**config.mk**
```make
export PLATFORM = sky130hd
export DESIGN_NAME = pdu_debug_ctrl_flat
export DESIGN_NICKNAME = d
export VERILOG_FILES = /design/src/rtl/pdu_pkg.sv /design/src/rtl/pdu_debug_ctrl_if.sv /design/src/rtl/pdu_edge_detect.sv /design/src/rtl/pdu_debug_ctrl.sv /design/src/flat_wrapper.sv
export SDC_FILE = /design/constraint.sdc
export NUM_CORES = 1
export LEC_CHECK = 0
export CORE_UTILIZATION = 35
export CTS_CLUSTER_DIAMETER = 150
export DETAILED_ROUTE_END_ITERATION = 7
export SYNTH_ARGS = -nofsm -noshare
export SYNTH_HDL_FRONTEND = slang
export SYNTH_SLANG_ARGS = --single-unit
```
**constraint.sdc**
```tcl
create_clock -name clk -period 2.3 [get_ports clk]
set_input_delay 0.345 -clock clk [delete_from_list [all_inputs] [get_ports clk]]
set_output_delay 0.345 -clock clk [all_outputs]
set_load 0.005 [all_outputs]
```
**src/rtl/pdu_pkg.sv**
```systemverilog
// Shared encodings for the debug controller: host opcodes, FSM states,
// response codes and the disabled-breakpoint value.
package pdu_pkg;

  typedef enum logic [2:0] {
    OP_NOP     = 3'd0,
    OP_RUN     = 3'd1,
    OP_STEP    = 3'd2,
    OP_SET_BP  = 3'd3,
    OP_CLR_BP  = 3'd4,
    OP_STATUS  = 3'd5,
    OP_HALT    = 3'd6,
    OP_ILLEGAL = 3'd7
  } pdu_op_e;

  typedef enum logic [2:0] {
    ST_IDLE      = 3'd0,
    ST_EXEC      = 3'd1,
    ST_STEP_WAIT = 3'd2,
    ST_STOP_WAIT = 3'd3,
    ST_RESP      = 3'd4
  } pdu_state_e;

  localparam logic [31:0] BP_NONE_DEFAULT = 32'hFFFF_FFFF;
  localparam logic [31:0] RSP_OK          = 32'h0000_0000;
  localparam logic [31:0] RSP_RUN_ISSUED  = 32'h0000_0001;
  localparam logic [31:0] RSP_ILLEGAL     = 32'hDEAD_BEEF;
  localparam logic [31:0] RSP_NOT_STOPPED = 32'hFFFF_FFFD;
  localparam logic [31:0] RSP_TIMEOUT     = 32'hFFFF_FFFE;

  // Status word: stopped flag in the MSB, low 31 bits of the ID-stage PC.
  function automatic logic [31:0] status_word(input logic stop, input logic [30:0] pc);
    return {stop, pc};
  endfunction

endpackage

```
**src/rtl/pdu_debug_ctrl_if.sv**
```systemverilog
// Host command/response channels of the debug controller.
// Both channels are valid/ready: a transfer happens on a clk edge where valid
// and ready are both 1; the sender holds valid and payload stable until then.
interface pdu_debug_ctrl_if;
  logic        cmd_valid;
  logic        cmd_ready;
  logic [2:0]  cmd_op;
  logic [31:0] cmd_data;
  logic        rsp_valid;
  logic        rsp_ready;
  logic [31:0] rsp_data;

  modport master (
    output cmd_valid, cmd_op, cmd_data, rsp_ready,
    input  cmd_ready, rsp_valid, rsp_data
  );

  modport slave (
    input  cmd_valid, cmd_op, cmd_data, rsp_ready,
    output cmd_ready, rsp_valid, rsp_data
  );
endinterface

```
**src/rtl/pdu_edge_detect.sv**
```systemverilog
// Rising-edge detector for a slow signal sampled as data (the gated CPU clock).
module pdu_edge_detect (
  input  logic clk,
  input  logic rst,
  input  logic d,
  output logic rise
);

  logic q;

  always_ff @(posedge clk) begin
    if (rst) q <= 1'b0;
    else     q <= d;
  end

  assign rise = d & ~q;

endmodule

```
**src/rtl/pdu_debug_ctrl.sv**
```systemverilog
// Processor debug unit controller: executes host commands and drives the
// run/halt pulses and breakpoint register toward the processor control unit.
module pdu_debug_ctrl
  import pdu_pkg::*;
#(
  parameter logic [31:0] BP_NONE      = BP_NONE_DEFAULT,
  parameter int          STEP_TIMEOUT = 1024
) (
  input  logic               clk,
  input  logic               rst,
  pdu_debug_ctrl_if.slave    host,
  input  logic               cpu_stop,
  input  logic               cpu_clk,
  input  logic [31:0]        id_pc,
  output logic               pdu_run,
  output logic [31:0]        pdu_breakpoint,
  output logic               pdu_halt,
  output pdu_state_e         fsm_state
);

  localparam logic [15:0] TIMEOUT_LAST = 16'(STEP_TIMEOUT - 1);

  pdu_state_e  state;
  pdu_op_e     op_q;
  logic [15:0] timeout;
  logic        stop_q;
  logic        clk_rise;
  logic        rsp_valid_q;
  logic [31:0] rsp_data_q;

  pdu_edge_detect u_clk_edge (
    .clk  (clk),
    .rst  (rst),
    .d    (cpu_clk),
    .rise (clk_rise)
  );

  assign host.cmd_ready = (state == ST_IDLE) && !rst;
  assign host.rsp_valid = rsp_valid_q;
  assign host.rsp_data  = rsp_data_q;
  assign fsm_state      = state;

  always_ff @(posedge clk) begin
    if (rst) begin
      state          <= ST_IDLE;
      op_q           <= OP_NOP;
      timeout        <= '0;
      stop_q         <= 1'b0;
      rsp_valid_q    <= 1'b0;
      rsp_data_q     <= '0;
      pdu_run        <= 1'b0;
      pdu_halt       <= 1'b0;
      pdu_breakpoint <= BP_NONE;
    end else begin
      pdu_run  <= 1'b0;
      pdu_halt <= 1'b0;
      stop_q   <= cpu_stop;
      case (state)
        ST_IDLE: begin
          // Pulses are decided at acceptance so they are visible during EXEC.
          if (host.cmd_valid) begin
            op_q  <= pdu_op_e'(host.cmd_op);
            state <= ST_EXEC;
            case (pdu_op_e'(host.cmd_op))
              OP_SET_BP: pdu_breakpoint <= host.cmd_data;
              OP_CLR_BP: pdu_breakpoint <= BP_NONE;
              OP_RUN,
              OP_STEP:   pdu_run <= cpu_stop;
              OP_HALT:   pdu_halt <= 1'b1;
              default:   ;
            endcase
          end
        end
        ST_EXEC: begin
          timeout     <= '0;
          state       <= ST_RESP;
          rsp_valid_q <= 1'b1;
          rsp_data_q  <= RSP_OK;
          case (op_q)
            OP_RUN:     rsp_data_q <= pdu_run ? RSP_RUN_ISSUED : RSP_OK;
            OP_STEP: begin
              if (pdu_run) begin
                state       <= ST_STEP_WAIT;
                rsp_valid_q <= 1'b0;
              end else begin
                rsp_data_q  <= RSP_NOT_STOPPED;
              end
            end
            OP_STATUS:  rsp_data_q <= status_word(cpu_stop, id_pc[30:0]);
            OP_HALT: begin
              state       <= ST_STOP_WAIT;
              rsp_valid_q <= 1'b0;
            end
            OP_ILLEGAL: rsp_data_q <= RSP_ILLEGAL;
            default:    ;
          endcase
        end
        ST_STEP_WAIT: begin
          timeout <= timeout + 16'd1;
          if (timeout == TIMEOUT_LAST) begin
            state       <= ST_RESP;
            rsp_valid_q <= 1'b1;
            rsp_data_q  <= RSP_TIMEOUT;
          end else if (cpu_stop && !stop_q) begin
            // CPU stopped on its own (breakpoint/interrupt): no halt needed.
            state       <= ST_RESP;
            rsp_valid_q <= 1'b1;
            rsp_data_q  <= id_pc;
          end else if (clk_rise) begin
            pdu_halt <= 1'b1;
            state    <= ST_STOP_WAIT;
          end
        end
        ST_STOP_WAIT: begin
          timeout <= timeout + 16'd1;
          if (timeout == TIMEOUT_LAST) begin
            state       <= ST_RESP;
            rsp_valid_q <= 1'b1;
            rsp_data_q  <= RSP_TIMEOUT;
          end else if (cpu_stop) begin
            state       <= ST_RESP;
            rsp_valid_q <= 1'b1;
            rsp_data_q  <= id_pc;
          end
        end
        ST_RESP: begin
          if (host.rsp_ready) begin
            rsp_valid_q <= 1'b0;
            state       <= ST_IDLE;
          end
        end
        default: state <= ST_IDLE;
      endcase
    end
  end

endmodule
```
**src/flat_wrapper.sv**
```systemverilog
// flat-port wrapper written by rule: the top's interface ports become plain ports
module pdu_debug_ctrl_flat import pdu_pkg::*;
#(
  parameter logic [31:0] BP_NONE      = BP_NONE_DEFAULT,
  parameter int          STEP_TIMEOUT = 1024
)
  (clk, rst, cpu_stop, cpu_clk, id_pc, pdu_run, pdu_breakpoint, pdu_halt, fsm_state, host_cmd_valid, host_cmd_op, host_cmd_data, host_rsp_ready, host_cmd_ready, host_rsp_valid, host_rsp_data);
  pdu_debug_ctrl_if host_i ();
  input  logic clk;
  input  logic rst;
  input  logic cpu_stop;
  input  logic cpu_clk;
  input  logic [31:0] id_pc;
  output logic pdu_run;
  output logic [31:0] pdu_breakpoint;
  output logic pdu_halt;
  output pdu_state_e fsm_state;
  input wire logic [$bits(host_i.cmd_valid)-1:0] host_cmd_valid;
  input wire logic [$bits(host_i.cmd_op)-1:0] host_cmd_op;
  input wire logic [$bits(host_i.cmd_data)-1:0] host_cmd_data;
  input wire logic [$bits(host_i.rsp_ready)-1:0] host_rsp_ready;
  output wire logic [$bits(host_i.cmd_ready)-1:0] host_cmd_ready;
  output wire logic [$bits(host_i.rsp_valid)-1:0] host_rsp_valid;
  output wire logic [$bits(host_i.rsp_data)-1:0] host_rsp_data;
  assign host_i.cmd_valid = host_cmd_valid;
  assign host_i.cmd_op = host_cmd_op;
  assign host_i.cmd_data = host_cmd_data;
  assign host_i.rsp_ready = host_rsp_ready;
  assign host_cmd_ready = host_i.cmd_ready;
  assign host_rsp_valid = host_i.rsp_valid;
  assign host_rsp_data = host_i.rsp_data;
  pdu_debug_ctrl #(.BP_NONE(BP_NONE), .STEP_TIMEOUT(STEP_TIMEOUT)) u_core (.clk(clk), .rst(rst), .host(host_i), .cpu_stop(cpu_stop), .cpu_clk(cpu_clk), .id_pc(id_pc), .pdu_run(pdu_run), .pdu_breakpoint(pdu_breakpoint), .pdu_halt(pdu_halt), .fsm_state(fsm_state));
endmodule
```
# After elaboration in Yosys (flattened, before gate mapping)
# Index checks and enable logic that the tools add are counted.
# Widths: inputs -> output; s select.
# classes
bitwise	5
n_mux	34
eq_ne	20
reduce_logical	17
addsub	1
# op_table
cell	n
$mux 32	5
$pmux 32 s4	1
$pmux 32 s3	1
$pmux 32 s2	1
$pmux 16 s2	1
$mux 3	8
$eq 3x3->1 const B	6
$add 16x1->16 const B	1
$eq 16x10->1 const B	1
$eq 3x2->1 const B	5
$pmux 3 s5	1
$mux 1	12
$eq 3x1->1 const B	3
$reduce_and 4->1	2
$pmux 3 s2	1
$reduce_and 3->1	2
$ne 2x2->1 const B	2
$ne 4x1->1 const B	1
$not 1->1	4
$pmux 1 s2	2
$pmux 1 s4	1
$reduce_bool 2->1	2
$reduce_bool 4->1	1
$reduce_or 2->1	2
other kinds (9)	11
# word_totals
input_bits	73
elab_cells	87
output_inout_bits	71
reg_bits	91

# Longest topological paths before layout
# Gate-level depths: netlist of run 1.
# logic_depth
depth_word	6
ltp_mapped	8
mapped_depth_nobuf	6

# Hierarchy
# From an unflattened synthesis of run 1, not the netlist that was laid out.
# unflattened
cells_unflattened	490
area_unflattened_um2	4227.8
# modules_own_cells
mod	area_per_inst_um2	cells_per_inst	seq_area_each_um2	instances
pdu_debug_ctrl	4180.3	487	1801.7	1
pdu_edge_detect	47.5	3	20.0	1

# Least setup slack after synthesis of run 1
# No wires, ideal clock.
# synth_timing
path_type	reg2reg
startpoint	register u_core.timeout[0]
endpoint	register u_core.rsp_data_q[15] (netlist: u_core.host.rsp_data[15])
slack_ns	0.351
t_required_ns	2.154
arrival_time_ns	1.803
setup_ns	0.146
path_buffers	1
stages_incl_launch_ff	8
period_less_slack_ns	1.949
path_cell_list	dfxtp_1 ha_1 nand3_1 or4_4 o31ai_4 o21a_1 buf_2 a211oi_2
# synth_between
elab_chain_cells	3
elab_cells_between_ends	7
cone_classes	3 x eq/ne; 3 x mux; 1 x reduce/logical
# synth_lines
element	line_no	source
from (decl)	pdu_debug_ctrl.sv:25	logic [15:0] timeout;
from (signal assigned)	pdu_debug_ctrl.sv:99	timeout <= timeout + 16'd1;
from (signal assigned)	pdu_debug_ctrl.sv:115	timeout <= timeout + 16'd1;
$eq 16x10->1 (*)	pdu_debug_ctrl.sv:100, pdu_debug_ctrl.sv:116	
$ne 3x1->1 (no source line) (tied with other cells)	--	
$reduce_and 3->1 (no source line) / $pmux 32 s3 (equally long branches)	--	
to (signal assigned)	pdu_debug_ctrl.sv:89	OP_STATUS: rsp_data_q <= status_word(cpu_stop, id_pc[30:0]);
to (signal assigned)	pdu_debug_ctrl.sv:108	rsp_data_q <= id_pc;
to (signal assigned)	pdu_debug_ctrl.sv:123	rsp_data_q <= id_pc;
to (decl)	pdu_debug_ctrl.sv:29	logic [31:0] rsp_data_q;
# Mark *: on every way between the ends. The rest lies on a longest branch, timed or not.
# A chain may end at the register's enable or synchronous reset.

# Final worst setup path of run 1
# layout_timing
startpoint	register u_core.state[1] (netlist: u_core.fsm_state[1])
endpoint	output port host_cmd_ready
# layout_between
elab_chain_cells	2
# layout_lines
element	line_no	source
from (decl)	pdu_debug_ctrl.sv:23	pdu_state_e state;
from (signal assigned)	pdu_debug_ctrl.sv:45	state <= ST_IDLE;
from (signal assigned)	pdu_debug_ctrl.sv:63	state <= ST_EXEC;
from (signal assigned)	pdu_debug_ctrl.sv:76	state <= ST_RESP;
$logic_not 3->1	pdu_debug_ctrl.sv:38	assign host.cmd_ready = (state == ST_IDLE) && !rst;
$logic_and 1x1->1	pdu_debug_ctrl.sv:38	
to (decl)	flat_wrapper.sv:22	output wire logic [$bits(host_i.cmd_ready)-1:0] host_cmd_ready;
# Every way passes these cells.

==> results.md, run 1 <==
| Stage | Result | Value |
|:---|:---|:---|
| timing | Setup repair after global routing missed its margin | false |
| global routing | Antenna violations before repair | 0 |
| timing | Final worst clock skew | 9.08 ps |
| synth | Flops & latches, synth | 91 |
| die | Number of top-level pins | 144 |
| setup path | Max FO, Critical Path | 14 |
| synth | Post-synthesis cell count | 467 |
| die | Die footprint | 0.0120 mm² |
| place | HPWL after detailed placement | 7.65 mm |
| setup path | Crit path kind | flip-flop to output port |
| place | Number of input and output port buffers inserted | 143 |
| cts | Postcts setup bufs | 0 |
| cts | Num Clock Sinks | 91 |
| setup path | CP startpoint kind | flip-flop |
| job | Max-cap viol count | 0 |
| synth | Area fraction in compound gates after synthesis | 24.2% |
| timing | Final period util | 94.8% |
| detailed routing | Number of remaining DRC errors | 0 |
| min path | Worst min-delay path class | input port to flip-flop |
| cells and area | Non-Filler Cell Area, Final | 0.00598 mm² |
| global routing | Vias in the first global route | 3541 |
| setup path | Setup slack of the worst register-to-register path | 180 ps |
| synth | Number of nets in the synthesized netlist | 541 |
| die | Floorplan row count | 38 |
| detailed routing | Remaining antenna violation count after routing | 0 |
| setup path | CP Cell Sequence | nor4_2 > clkdlybuf4s50_1 |
| cells and area | Layout Nets | 670 |
| setup path | Kind of end point of the critical path | output port |
| place | Placer congestion estimate | 0.767 |
| pwr | Ratio of total power to cell area | 751 mW/mm² |
| cts | Clock latency reported for the late side of the worst-skew pair | 330 ps |
| place | Total cell area at the placement stage | 0.00563 mm² |
| timing | Maximum achievable frequency | 459 MHz |
| synth | Simple-Gate Fraction of Synth Area | 21.9% |
| cts | Clock root cell | sky130_fd_sc_hd__clkbuf_16 |
| cts | Post-cts hold buffer count | 0 |
| synth | Multiplexer area fraction after synthesis | 0.739% |
| cts | Clock Path Buffers | 2 |
| detailed routing | DRC violation total after the first TritonRoute iteration | 255 |
| global routing | First-pass GRT wire length | 17.4 mm |
| cts | CTS tree | built |
| timing | Number of hold violations in the final report | 0 |
| setup path | Critical Path AT | 1840 ps |
| cells and area | Share of post-route cells with drive strength above 1 | 11.0% |
| global routing | Global-route total usage across every layer | 18.4% |
| die | Initial core utilization | 36.7% |
| synth | Seq/Total Area, Yosys | 44.8% |
| cts | Cts repair resizes | 1 |
| global routing | Global route overflow | 0 |
| setup path | Worst EP required | 1960 ps |
| pwr | Total power after layout | 4.49 mW |
| die | Overall die height | 110 µm |
| cts | Clock-pin slew on the worst setup and hold paths | 60 ps |
| synth | Synth Area in Adders | 0.308% |
| timing | Worst Max-Slew Pin Slew | 917 ps |
| cts | CTS H-Tree Depth | 3 |
| detailed routing | Number of detailed-routing iterations run before antenna repair | 4 |
| timing | Shortest period the worst path allows | 2180 ps |
| detailed routing | Mean routed wirelength per cell | 15.1 µm |
| synth | FFs w/ async S/R, synth | 0% |
| timing | Number of max-slew violations in the final report | 0 |
| synth | Post-synthesis cell type count | 46 |
| synth | Number of enable flip-flop cells after synthesis | 0 |
| setup path | Delay of the slowest cell on the worst path | 600 ps |
| detailed routing | Routed vias/inst | 5.08 |
| setup path | CP max stage cell | sky130_fd_sc_hd__clkdlybuf4s50_1 |
| synth | Number of warnings issued by yosys | 0 |
| timing | Slew headroom | 38.8% |
| global routing | Largest net degree at the start of global routing | 78 |
| synth | Mean area per synthesized cell | 8.70 µm² |
| cells and area | Layout overhead on the synthesized area | 47.2% |
| die | Overall die width | 110 µm |
| cells and area | N_diodes | 0 |
| timing | Sum of negative setup slack | 0 ps |
| synth | Dominant combinational cell family by area after synthesis | compound AO/OA/AOI/OAI gates |
| die | Core area | 0.0111 mm² |
| timing | Final number of setup-violating endpoints | 0 |
| detailed routing | Total vias in the final route | 3762 |
| synth | Cell area after technology mapping | 0.00406 mm² |
| pwr | Max IR drop VDD | 0.000452 V |
| cts | Number of buffers added by the clock tree synthesis step | 9 |
| synth | XOR/XNOR share of the synthesized area | 3.23% |
| detailed routing | Routed wire length | 11.2 mm |
| pwr | Leakage power | 2.26 nW |
| status | Outcome | finished clean |
| synth | Synth Flop Type | sky130_fd_sc_hd__dfxtp_1 |
## power by group
group | switching, mW | internal, mW
combinational | 0.435 | 0.564
clock | 0.587 | 1.09
sequential | 0.0946 | 1.72
## through the flow
| stage | worst slack (ps) | utilization (%) | hold WS (ps) | std cells |
|---|---|---|---|---|
| after floorplan | 351 | - | 417 | 467 |
| after global placement | 229 | 50.8 | 486 | 725 |
| after detailed placement | 177 | 50.8 | 490 | 725 |
| after CTS | 135 | 54.0 | 308 | 741 |
| after global routing | 30.1 | 54.0 | 329 | 741 |
| final | 119 | 54.0 | 318 | 741 |
## metal layers
layer  GRT usage (%)  vias to the layer above  wire length (µm)
met2            29.8                      108              5190
met4            5.62                        0               121
met1            24.3                     1758              5170
met5               0                        -                 0
met3            4.15                        9               688
li1                -                     1887                 -
## area by class of cell
cell class / instances / area, µm²
sequential: 91 / 1820
multi-input combinational: 335 / 2060
inverter: 1 / 3.75
clock inverter: 4 / 97.6
fill: 1041 / 5100
tap: 140 / 175
clock buffer: 12 / 246
timing repair buffer: 158 / 1580
## kinds of logic (layout without fill, tap and decap cells)
group / Yosys count / in the layout
xor+xnor: 15 / 15
mux: 3 / 3
fa+ha+maj: 1 / 1
buf+inv: 41 / 175
flops: 91 / 91
simple gates: 191 / 191
compound gates: 125 / 125
## critical path: cells and delay by family, from the launching register on
family,cells,cell delay [ps]
buf+inv,1,600
flops,1,480
simple gates,1,430
## cells in the final DEF, fill, tap and decap left out, types with 3 or more instances in the layout
cell type,Yosys,layout
sky130_fd_sc_hd__buf_4,0,12
sky130_fd_sc_hd__nor2b_1,7,6
sky130_fd_sc_hd__clkdlybuf4s50_1,0,142
sky130_fd_sc_hd__nor3_1,37,37
sky130_fd_sc_hd__nand2_1,13,13
sky130_fd_sc_hd__nand4_1,7,7
sky130_fd_sc_hd__a21oi_1,5,5
sky130_fd_sc_hd__nor2_1,98,98
sky130_fd_sc_hd__nand2b_1,5,5
sky130_fd_sc_hd__dfxtp_1,91,91
sky130_fd_sc_hd__buf_12,0,3
sky130_fd_sc_hd__o21ai_0,38,38
sky130_fd_sc_hd__a211oi_1,7,7
sky130_fd_sc_hd__bufinv_16,0,3
sky130_fd_sc_hd__nand3_1,3,3
sky130_fd_sc_hd__and3_1,6,6
sky130_fd_sc_hd__o21bai_1,33,33
sky130_fd_sc_hd__xor2_1,13,13
sky130_fd_sc_hd__clkbuf_16,0,9
sky130_fd_sc_hd__mux2i_1,3,3
sky130_fd_sc_hd__a211oi_2,25,25
sky130_fd_sc_hd__o21a_1,3,3
## state kept, by name, summed over array words and instances, names as in the netlist
register,count
u_core.pdu_run,1
u_core.pdu_breakpoint,32
u_core.stop_q,1
u_core.pdu_halt,1
u_core.op_q,3
u_core.fsm_state,3
u_core.u_clk_edge.q,1
u_core.host.rsp_data,32
u_core.timeout,16
u_core.host.rsp_valid,1
## synthesized netlist by cell type (3+ instances only)
cell                       instances  area share (%)
sky130_fd_sc_hd__xor2_1           13             2.8
sky130_fd_sc_hd__clkbuf_1         26             2.4
sky130_fd_sc_hd__nor3_1           37             4.6
sky130_fd_sc_hd__nand4_1           7             1.1
sky130_fd_sc_hd__nand3_1           3            0.37
sky130_fd_sc_hd__a211oi_2         25             7.7
sky130_fd_sc_hd__o21a_1            3            0.55
sky130_fd_sc_hd__and3_1            6            0.92
sky130_fd_sc_hd__a211oi_1          7             1.3
sky130_fd_sc_hd__buf_1             3            0.28
sky130_fd_sc_hd__nand2b_1          5            0.77
sky130_fd_sc_hd__nor2b_1           7             1.1
sky130_fd_sc_hd__nor2_1           98             9.1
sky130_fd_sc_hd__dfxtp_1          91              45
sky130_fd_sc_hd__mux2i_1           3            0.74
sky130_fd_sc_hd__a21oi_1           5            0.62
sky130_fd_sc_hd__nand2_1          13             1.2
sky130_fd_sc_hd__o21ai_0          38             4.7
sky130_fd_sc_hd__buf_6             4             1.1
sky130_fd_sc_hd__o21bai_1         33             6.1
sky130_fd_sc_hd__nor4_1            3            0.46
sky130_fd_sc_hd__buf_2             6            0.74
## final timing paths
check / end / start / depth (start not counted)
worst min register to register: u_core.host.rsp_data[1] / u_core.host.rsp_data[1] / 2
worst max register to register: u_core.host.rsp_data[0] / u_core.timeout[0] / 7
worst max-delay path: host_cmd_ready / u_core.fsm_state[1] / 2
worst min-delay path: u_core.pdu_run / rst / 4
Power figures use the tool's default switching activity.
==> inputs of run 2 (changes only) <==
Settings changed: CELL_PAD_IN_SITES_DETAIL_PLACEMENT from default to 1, CELL_PAD_IN_SITES_GLOBAL_PLACEMENT from default to 2, CORE_UTILIZATION 35 to 26, PLACE_DENSITY_LB_ADDON from default to 0.1.
==> run 2 against run 1 <==
Net effect:
- critical path depth unchanged
- maximum frequency is 1.7% lower
- cell count grew 6.5%
- worst setup slack worse by 37 ps
- via count up 0.96%
- highest routed layer unchanged
- total power is 8.2% lower
- design area is 0.42% lower
- utilization is 15 points lower
- sequential cell count did not move
- critical path type unchanged
- worst hold slack better by 53 ps
==> results.md, run 2 (synthesized netlist as in run 1, its figures left out) <==
| Stage | Result | Value |
|:---|:---|:---|
| status | Outcome | finished clean |
| global routing | Antenna violations before repair | 0 |
| setup path | Reg2Reg Depth | 7 |
| timing | Setup repair after global routing missed its margin | true |
| pwr | Max IR drop VDD | 0.000369 V |
| cts | Num Clock Sinks | 91 |
| cts | Number of buffers added by the clock tree synthesis step | 9 |
| cts | CTS H-Tree Depth | 3 |
| timing | Final number of setup-violating endpoints | 0 |
| detailed routing | Number of detailed-routing iterations run before antenna repair | 4 |
| setup path | Crit path capture | host_cmd_ready |
| timing | Number of hold violations in the final report | 0 |
| place | Number of input and output port buffers inserted | 143 |
| setup path | Kind of end point of the critical path | output port |
| timing | Sum of negative setup slack | 0 ps |
| detailed routing | Remaining antenna violation count after routing | 0 |
| timing | Number of max-slew violations in the final report | 0 |
| setup path | Worst EP required | 1960 ps |
| cts | Clock-pin slew on the worst setup and hold paths | 60 ps |
| setup path | CP Cell Sequence | nor4_1 > clkdlybuf4s50_1 |
| timing | Maximum achievable frequency | 451 MHz |
| setup path | Max FO, Critical Path | 11 |
| setup path | CP max stage cell | sky130_fd_sc_hd__clkdlybuf4s50_1 |
| cells and area | N_diodes | 0 |
| pwr | Leakage power | 2.25 nW |
| place | Placer congestion estimate | 0.728 |
| global routing | First-pass GRT wire length | 20.5 mm |
| timing | Final period util | 96.4% |
| detailed routing | Number of remaining DRC errors | 0 |
| timing | Final worst clock skew | 5.51 ps |
| setup path | Beginning of the critical path | u_core.fsm_state[1] |
| cells and area | Filler Cells Inserted | 1732 |
| die | Die footprint | 0.0161 mm² |
| job | Max-cap viol count | 0 |
| cells and area | Share of post-route cells with drive strength above 1 | 10.8% |
| setup path | Crit path kind | flip-flop to output port |
| cts | Post-cts hold buffer count | 0 |
| timing | Worst Max-Slew Pin Slew | 959 ps |
| detailed routing | Routed vias/inst | 4.81 |
| cells and area | Layout overhead on the synthesized area | 46.6% |
| cts | CTS tree | built |
| min path | Worst min-delay path class | input port to flip-flop |
| detailed routing | DRC violation total after the first TritonRoute iteration | 126 |
| die | Number of top-level pins | 144 |
| setup path | Critical Path AT | 1870 ps |
| place | Number of placed cells counting well taps | 776 |
| setup path | Endpoint of the lowest-slack register-to-register path | u_core.host.rsp_data[2] |
| detailed routing | Total vias in the final route | 3798 |
| cells and area | Fin cells | 789 |
| setup path | Launch instance of the worst register-to-register path | u_core.timeout[0] |
| cells and area | Multi-input gate area in the final layout | 0.00206 mm² |
| cells and area | Top library cells by usage in the layout, fill and taps aside | 142 x sky130_fd_sc_hd__clkdlybuf4s50_1, 98 x sky130_fd_sc_hd__nor2_1, 91 x sky130_fd_sc_hd__dfxtp_1 |
| die | Overall die height | 127 µm |
| detailed routing | Routed wire length | 12.8 mm |
| global routing | Vias in the first global route | 3909 |
| pwr | Ratio of total power to cell area | 692 mW/mm² |
| cells and area | Storage cell area | 0.00182 mm² |
| detailed routing | Mean routed wirelength per cell | 16.2 µm |
| die | Floorplan row count | 45 |
| timing | Slew headroom | 36.0% |
| global routing | Global route overflow | 0 |
| cells and area | Most frequent standard cell in the layout excluding fill and tap cells | sky130_fd_sc_hd__clkdlybuf4s50_1 |
| global routing | Largest net degree at the start of global routing | 78 |
| die | Overall die width | 127 µm |
| global routing | Global-route total usage across every layer | 16.2% |
| cells and area | Layout Nets | 674 |
| die | Initial core utilization | 26.7% |
| cts | Clock latency reported for the late side of the worst-skew pair | 340 ps |
| cts | Clock Path Buffers | 2 |
| setup path | Setup slack of the worst register-to-register path | 120 ps |
| die | Core area | 0.0152 mm² |
| place | HPWL after detailed placement | 8.84 mm |
| setup path | CP startpoint kind | flip-flop |
| setup path | Delay of the slowest cell on the worst path | 630 ps |
| cts | Clock root cell | sky130_fd_sc_hd__clkbuf_16 |
| timing | Shortest period the worst path allows | 2220 ps |
-- run 2: changes by cell type in the layout (fill, tap and decap cells not counted) --
cell | previous run | this run
sky130_fd_sc_hd__buf_12 | 3 | 2
sky130_fd_sc_hd__buf_4 | 12 | 16
sky130_fd_sc_hd__nor3_4 | 0 | 1
sky130_fd_sc_hd__bufinv_16 | 3 | 0
sky130_fd_sc_hd__clkinv_2 | 0 | 1
sky130_fd_sc_hd__buf_6 | 0 | 1
sky130_fd_sc_hd__nor4_1 | 2 | 3
sky130_fd_sc_hd__nor3_2 | 2 | 1
sky130_fd_sc_hd__clkbuf_8 | 1 | 0
sky130_fd_sc_hd__clkinvlp_4 | 1 | 0
sky130_fd_sc_hd__nor4_2 | 1 | 0
-- run 2: critical path: cells and delay by family, from the launching register on --
| family | cells | cell delay [ps] |
|---|---|---|
| simple gates | 1 | 500 |
| flops | 1 | 400 |
| buf+inv | 1 | 630 |
-- run 2: layout make-up --
class	count	share of cell area, %
multi-input cells	335	34.6
flip-flops and latches	91	30.6
repair buffers	162	26.8
well taps	188	3.95
clock buffers	11	3.91
clock inverters	1	0.0840
inverters	1	0.0630
-- run 2: per-layer routing --
metal / global-route usage, % / routed length (µm) / part of all wire [%]
met1: 20.0 / 5810 / 46
met2: 27.2 / 6050 / 47
met3: 4.10 / 733 / 5.7
met4: 5.88 / 173 / 1.4
met5: 0 / 0 / 0
-- run 2: how the worst min path moves through the flow --
stage | from | end | slack, ps | depth (start not counted)
detailed placement | u_core.host.rsp_data[1] | u_core.host.rsp_data[1] | 490 | 2
global placement | u_core.timeout[7] | u_core.timeout[7] | 490 | 2
CTS | rst | u_core.pdu_run | 360 | 4
finish | rst | u_core.pdu_run | 370 | 4
floorplan | host_cmd_op[2] | u_core.pdu_run | 420 | 1
global route | rst | u_core.pdu_run | 370 | 4
-- run 2: power breakdown --
group	leakage [nW]	internal, mW	switching (mW)	total (mW)
sequential	0.743	1.72	0.0899	1.81
clock	0.117	0.707	0.579	1.29
combinational	1.39	0.570	0.456	1.03
-- run 2: per-stage QoR --
step | cell area [µm²] | hold WS, ps | total power [mW] | setup WS [ps] | utilization (%)
detailed placement | 5690 | 494 | 2.86 | 79.2 | 37.4
global placement | 5690 | 488 | 2.83 | 186 | 37.4
global route | 5960 | 373 | 4.36 | 0.220 | 39.2
finish | 5960 | 371 | 4.12 | 82.8 | 39.2
CTS | 5930 | 358 | 4.18 | 65.5 | 39.0
floorplan | 4060 | 417 | 2.33 | 351 | -
-- run 2: repair_timing --
item / CTS / global route
endpoints found under the setup margin: 0 / 8
resized for setup: 0 / 2
buffers inserted: 0 / 1
endpoints found under the hold margin: 0 / 0
==> inputs of run 3 (changes only) <==
Settings changed: SKIP_CTS_REPAIR_TIMING from default to 1.
==> results of run 3 <==
No change in the layout: final DEF, timing and power equal those of run 2.
==> patch 1: new RTL, flow settings as in run 2 <==
`RSP_TIMEOUT`: 32'hFFFF_FFFE -> 32'h80000000.
--- a/src/rtl/pdu_pkg.sv
+++ b/src/rtl/pdu_pkg.sv
@@ -26,7 +26,7 @@
   localparam logic [31:0] RSP_RUN_ISSUED  = 32'h0000_0001;
   localparam logic [31:0] RSP_ILLEGAL     = 32'hDEAD_BEEF;
   localparam logic [31:0] RSP_NOT_STOPPED = 32'hFFFF_FFFD;
-  localparam logic [31:0] RSP_TIMEOUT     = 32'hFFFF_FFFE;
+  localparam logic [31:0] RSP_TIMEOUT     = 32'h80000000;
 
   // Status word: stopped flag in the MSB, low 31 bits of the ID-stage PC.
   function automatic logic [31:0] status_word(input logic stop, input logic [30:0] pc);
Check against the original RTL: same outputs for any inputs over 4 cycles, from zero or initial values and one cycle with rst high; that may be too few to reach the edited logic, so the function may still have changed.
==> patch 1 against run 2 <==
- worst setup slack gained 0.024 ns
- the flow now finishes with violations (DRC)
- synthesized cell count grew 0.43%
- sequential cell count is the same
- synthesized area shrank 2.5%
- largest cell class unchanged
- power shrank 7.7%
- final area shrank 0.10%
- clock power grew 19%
- non-clock buffer count grew 1
- count of clock-buffer cells in the layout grew 1
- routed wire length grew 2.8%
- global-route usage grew 1.1 points
- combinational power shrank 45%
- first-iteration DRC count grew 39%
==> patch 1: results (changes against run 2) <==
| Metric | Value |
|---|---|
| Status | `complete, but fails checks` |
| Failing checks | `DRC` |
| Tot GR Track Use | `17.3% (+1.1 points)` |
| Share of cells above drive strength 1 | `8.36% (-2.5 points)` |
| CP max stage cell | `or4_4` |
| Synth top area cells | `dfxtp_1 46%, o21ai_0 9.0%, a221oi_1 6.2%, nor2_1 5.1%, nor3_1 4.7%` |
| Total net switching power | `911 uW (-19%)` |
| Leakage Power | `2.09 nW (-7.1%)` |
| First-pass GRT wire length | `21800 um (+6.4%)` |
| Fraction of power consumed by combinational cells | `15.0% (-9.9 points)` |
| Port Buffers | `143 (unchanged)` |
| H-Tree Level Count | `3 (unchanged)` |
| Antenna violations before repair | `0 (unchanged)` |
| Final nets | `679 (+0.74%)` |
| Slew HR | `65.8% (+30 points)` |
| Filler cells | `1720 (-0.69%)` |
| Net count after synthesis | `543 (+0.37%)` |
| Clock Skews | `0.00799 ns (+0.00248 ns)` |
| Post-placement cell count | `778 (+0.26%)` |
| DRC | `7 (+7)` |
| DP HPWL | `9140 um (+3.4%)` |
| Cells after synthesis | `469 (+0.43%)` |
| Drt wl/cell | `16.5 um (+2.2%)` |
| Crit Path Max Fanout | `32 (+21)` |
| 1st-pass router iterations | `6 (+2)` |
| Routed wire length | `13100 um (+2.8%)` |
| Seq/Total Area, Yosys | `46.0% (+1.1 points)` |
| Most frequent cells after synthesis | `91 x dfxtp_1, 71 x o21ai_0, 54 x nor2_1, 39 x inv_1, 37 x nor3_1` |
| Post-synthesis cell type count | `55 (+20%)` |
| Worst EP arrival | `2.39 ns (+0.52 ns)` |
| Vias in the first global route | `4065 (+4.0%)` |
| Clock group total power | `1.53 mW (+19%)` |
| Cell family with most CP delay | `compound AO/OA/AOI/OAI gates` |
| Pwr/cell area | `639 nW/um^2 (-7.6%)` |
| R2r worst-path depth | `5 (-2)` |
| Largest net degree at the start of global routing | `48 (-38%)` |
| DR vias/cell | `5.05 (+5.0%)` |
| HP Class | `register to register` |
| Clock buffer depth | `2 (unchanged)` |
| Peak supply drop | `0.426 mV (+15%)` |
| DRT iter0 DRCs | `175 (+39%)` |
| Post-CTS sizing | `0 (unchanged)` |
| Gpl congestion | `0.735 (+0.96%)` |
[patch 1: cell families (layout without fill, tap and decap cells)]
kind of cell	after synthesis	in the layout	share of synthesized area (%)
AOI/OAI and AO/OA	143	143	23.9
DFF	91	91	46.0
muxes	3	3	0.758
buffers and inverters	77	218	8.18
and+or+nand+nor	146	146	19.1
adders and majority gates	1	1	0.316
xor gates and xnor gates	8	8	1.77
[patch 1: worst paths after layout]
path,startpoint,end
setup / recovery,u_core.timeout[13],u_core.host.rsp_data[5]
hold / removal,u_core.host.rsp_data[26],u_core.host.rsp_data[26]
setup reg to reg,u_core.timeout[13],u_core.host.rsp_data[5]
hold reg to reg,u_core.host.rsp_data[26],u_core.host.rsp_data[26]
[patch 1: metrics by stage]
stage                     utilization, %  worst slack, ns  hold WS (ns)  instance area [um^2]
after global routing                40.5          0.00667         0.492                  5950
after detailed placement            38.4           0.0564         0.461                  5650
after global placement              38.4           0.0710         0.453                  5650
after floorplan                        -            0.235         0.452                  3960
after CTS                           40.5           0.0426         0.473                  5950
final                               40.5            0.107         0.470                  5950
[patch 1: cell type report]
class | instances | share of cell area, %
clock buffer | 12 | 4.31
tap | 184 | 3.87
sequential | 91 | 30.6
inverter | 39 | 2.46
clock inverter | 4 | 0.820
multi-input combinational | 301 | 30.8
timing repair buffer | 163 | 27.1
[patch 1: metal layers]
metal  share of wire [%]  global-route usage, %
met1                  45                   21.5
met2                  47                   27.6
met3                 7.7                   7.02
met4                 1.0                   4.30
met5                   0                      0
[patch 1: worst register-to-register path, cell delays in order (launching register included)]
cell and delay [ns]:
dfxtp_1 0.35, or4_4 0.56, o41a_1 0.50, buf_4 0.27, o21ai_0 0.27, a221oi_1 0.10
==> patch 2: new RTL, flow settings as in run 2 <==
Made on the original files. Reset style: asynchronous (`rst`), changed in 2 clocked blocks.
--- a/src/rtl/pdu_edge_detect.sv
+++ b/src/rtl/pdu_edge_detect.sv
@@ -8,7 +8,7 @@
 
   logic q;
 
-  always_ff @(posedge clk) begin
+  always_ff @(posedge clk or posedge rst) begin
     if (rst) q <= 1'b0;
     else     q <= d;
   end
--- a/src/rtl/pdu_debug_ctrl.sv
+++ b/src/rtl/pdu_debug_ctrl.sv
@@ -40,7 +40,7 @@
   assign host.rsp_data  = rsp_data_q;
   assign fsm_state      = state;
 
-  always_ff @(posedge clk) begin
+  always_ff @(posedge clk or posedge rst) begin
     if (rst) begin
       state          <= ST_IDLE;
       op_q           <= OP_NOP;
Behaviour: differs if rst is asserted again (counterexample within 4 cycles, from zero or initial values and one cycle with rst high); with rst held inactive, the same outputs for 10 cycles.
==> patch 2 against run 2 <==
- sequential cell count did not move
- final area increased by 10%
- critical endpoint is now u_core.host.rsp_data[18]
- via count shrank 4.5%
- clock skew increased by 0.0062 ns
- routed wire length grew 4.7%
- worst setup slack gained 0.049 ns
- synthesized area rose by 13%
Power is not compared: it rests on default switching activity, and its combinational part moved more than twofold at a synthesized area within 25%.
==> patch 2: results (changes against run 2) <==
| Metric | Value |
|---|---|
| Status | `finished clean` |
| Tot GR Track Use | `15.4% (-0.77 points)` |
| Seq Cell Count | `91 (unchanged)` |
| First-pass GRT wire length | `21700 um (+5.9%)` |
| Tap cells | `225 (+20%)` |
| R2r worst-path depth | `5 (-2)` |
| Met3 Resource Use GR | `4.24% (+0.14 points)` |
| Met2 Use GR | `24.9% (-2.3 points)` |
| Hold_sp | `cpu_clk` |
| Routed met2 length | `6340 um (+4.8%)` |
| DRT met1 WL | `6080 um (+4.6%)` |
| DP HPWL | `9450 um (+6.9%)` |
| Routed wire length | `13400 um (+4.7%)` |
| Reg-to-reg critical path endpoint | `u_core.host.rsp_data[18]` |
| Fin worst setup slack | `0.132 ns (+0.0493 ns)` |
| Seq/Total Area, Yosys | `50.7% (+5.8 points)` |
| Gpl congestion | `0.760 (+4.4%)` |
| Global routing usage on met1 | `19.7% (-0.32 points)` |
| Post-synth top flop | `dfrtp_1` |
| Most frequent cells after synthesis | `59 x dfrtp_1, 32 x dfstp_2, 32 x o22a_1, 28 x mux2_4, 24 x nand2_1` |
| Net count after synthesis | `442 (-18%)` |
| Worst hold path depth | `1 (-3)` |
| Crit Path Max Fanout | `17 (+6)` |
| Clk cell area share | `4.41% (+0.42 points)` |
| Cells after synthesis | `368 (-21%)` |
| Synth top area cells | `dfrtp_1 32%, dfstp_2 18%, mux2_4 9.2%, o22a_1 6.1%, a221o_1 4.6%` |
| DR vias/cell | `4.86 (+1.0%)` |
| Multi-input gate count | `238 (-29%)` |
| Post-place setup slack | `0.117 ns (+0.0380 ns)` |
| DRT iter0 DRCs | `153 (+21%)` |
| Post-synth ARST share | `100% (+100 points)` |
| Final non-clock buffer share | `25.4% (-1.5 points)` |
| Non-clk bufs | `167 (+3.1%)` |
| WL met3 | `783 um (+6.8%)` |
| Drt wl/cell | `17.9 um (+11%)` |
| Reg area | `2320 um^2 (+27%)` |
| Worst hold slack | `0.489 ns (+0.118 ns)` |
| Clock Skews | `0.0117 ns (+0.00622 ns)` |
| Post-DP Area | `6260 um^2 (+10%)` |
| Post-synthesis cell type count | `59 (+28%)` |
| CP max stage cell | `or4_4` |
| Largest net degree at the start of global routing | `60 (-23%)` |
| Vias in the first global route | `3980 (+1.8%)` |
| Fraction of area in multi-input gates | `30.0% (-4.6 points)` |
| Slew HR | `56.1% (+20 points)` |
| Final nets | `590 (-12%)` |
| Layout clock buffers | `12 (+1)` |
| Crit path launch | `u_core.timeout[12]` |
| Worst EP arrival | `2.39 ns (+0.52 ns)` |
| Min-Delay Endpoint | `u_core.u_clk_edge.q` |
## patch 2: cell types whose count changed after synthesis, moves of 25 or more
cell / delta
a211oi_2: -25
o21bai_1: -32
mux2_4: +28
nor3_1: -32
o22a_1: +32
dfrtp_1: +59
dfstp_2: +32
nor2_1: -81
o21ai_0: -28
dfxtp_1: -91
## patch 2: where the power goes
group          switching [mW]  internal [mW]
combinational            1.40           2.23
clock                   0.669          0.804
sequential              0.348           2.32
## patch 2: cell families after synthesis
family                   after synthesis  synth area share, %
AO/OA/AOI/OAI                        111                 19.9
XOR/XNOR                               8                 1.53
adder cells (fa/ha/maj)                1                0.274
buffers and inverters                 39                 6.65
flip-flops                            91                 50.7
multiplexers                          32                 10.2
AND/OR/NAND/NOR                       86                 10.8
## patch 2: critical path, delay by kind of cell, from the launching register on
kind / cells / cell delay, ns
and+or+nand+nor: 2 / 0.80
DFF: 1 / 0.42
muxes: 1 / 0.35
AOI/OAI and AO/OA: 1 / 0.27
buffers and inverters: 1 / 0.20
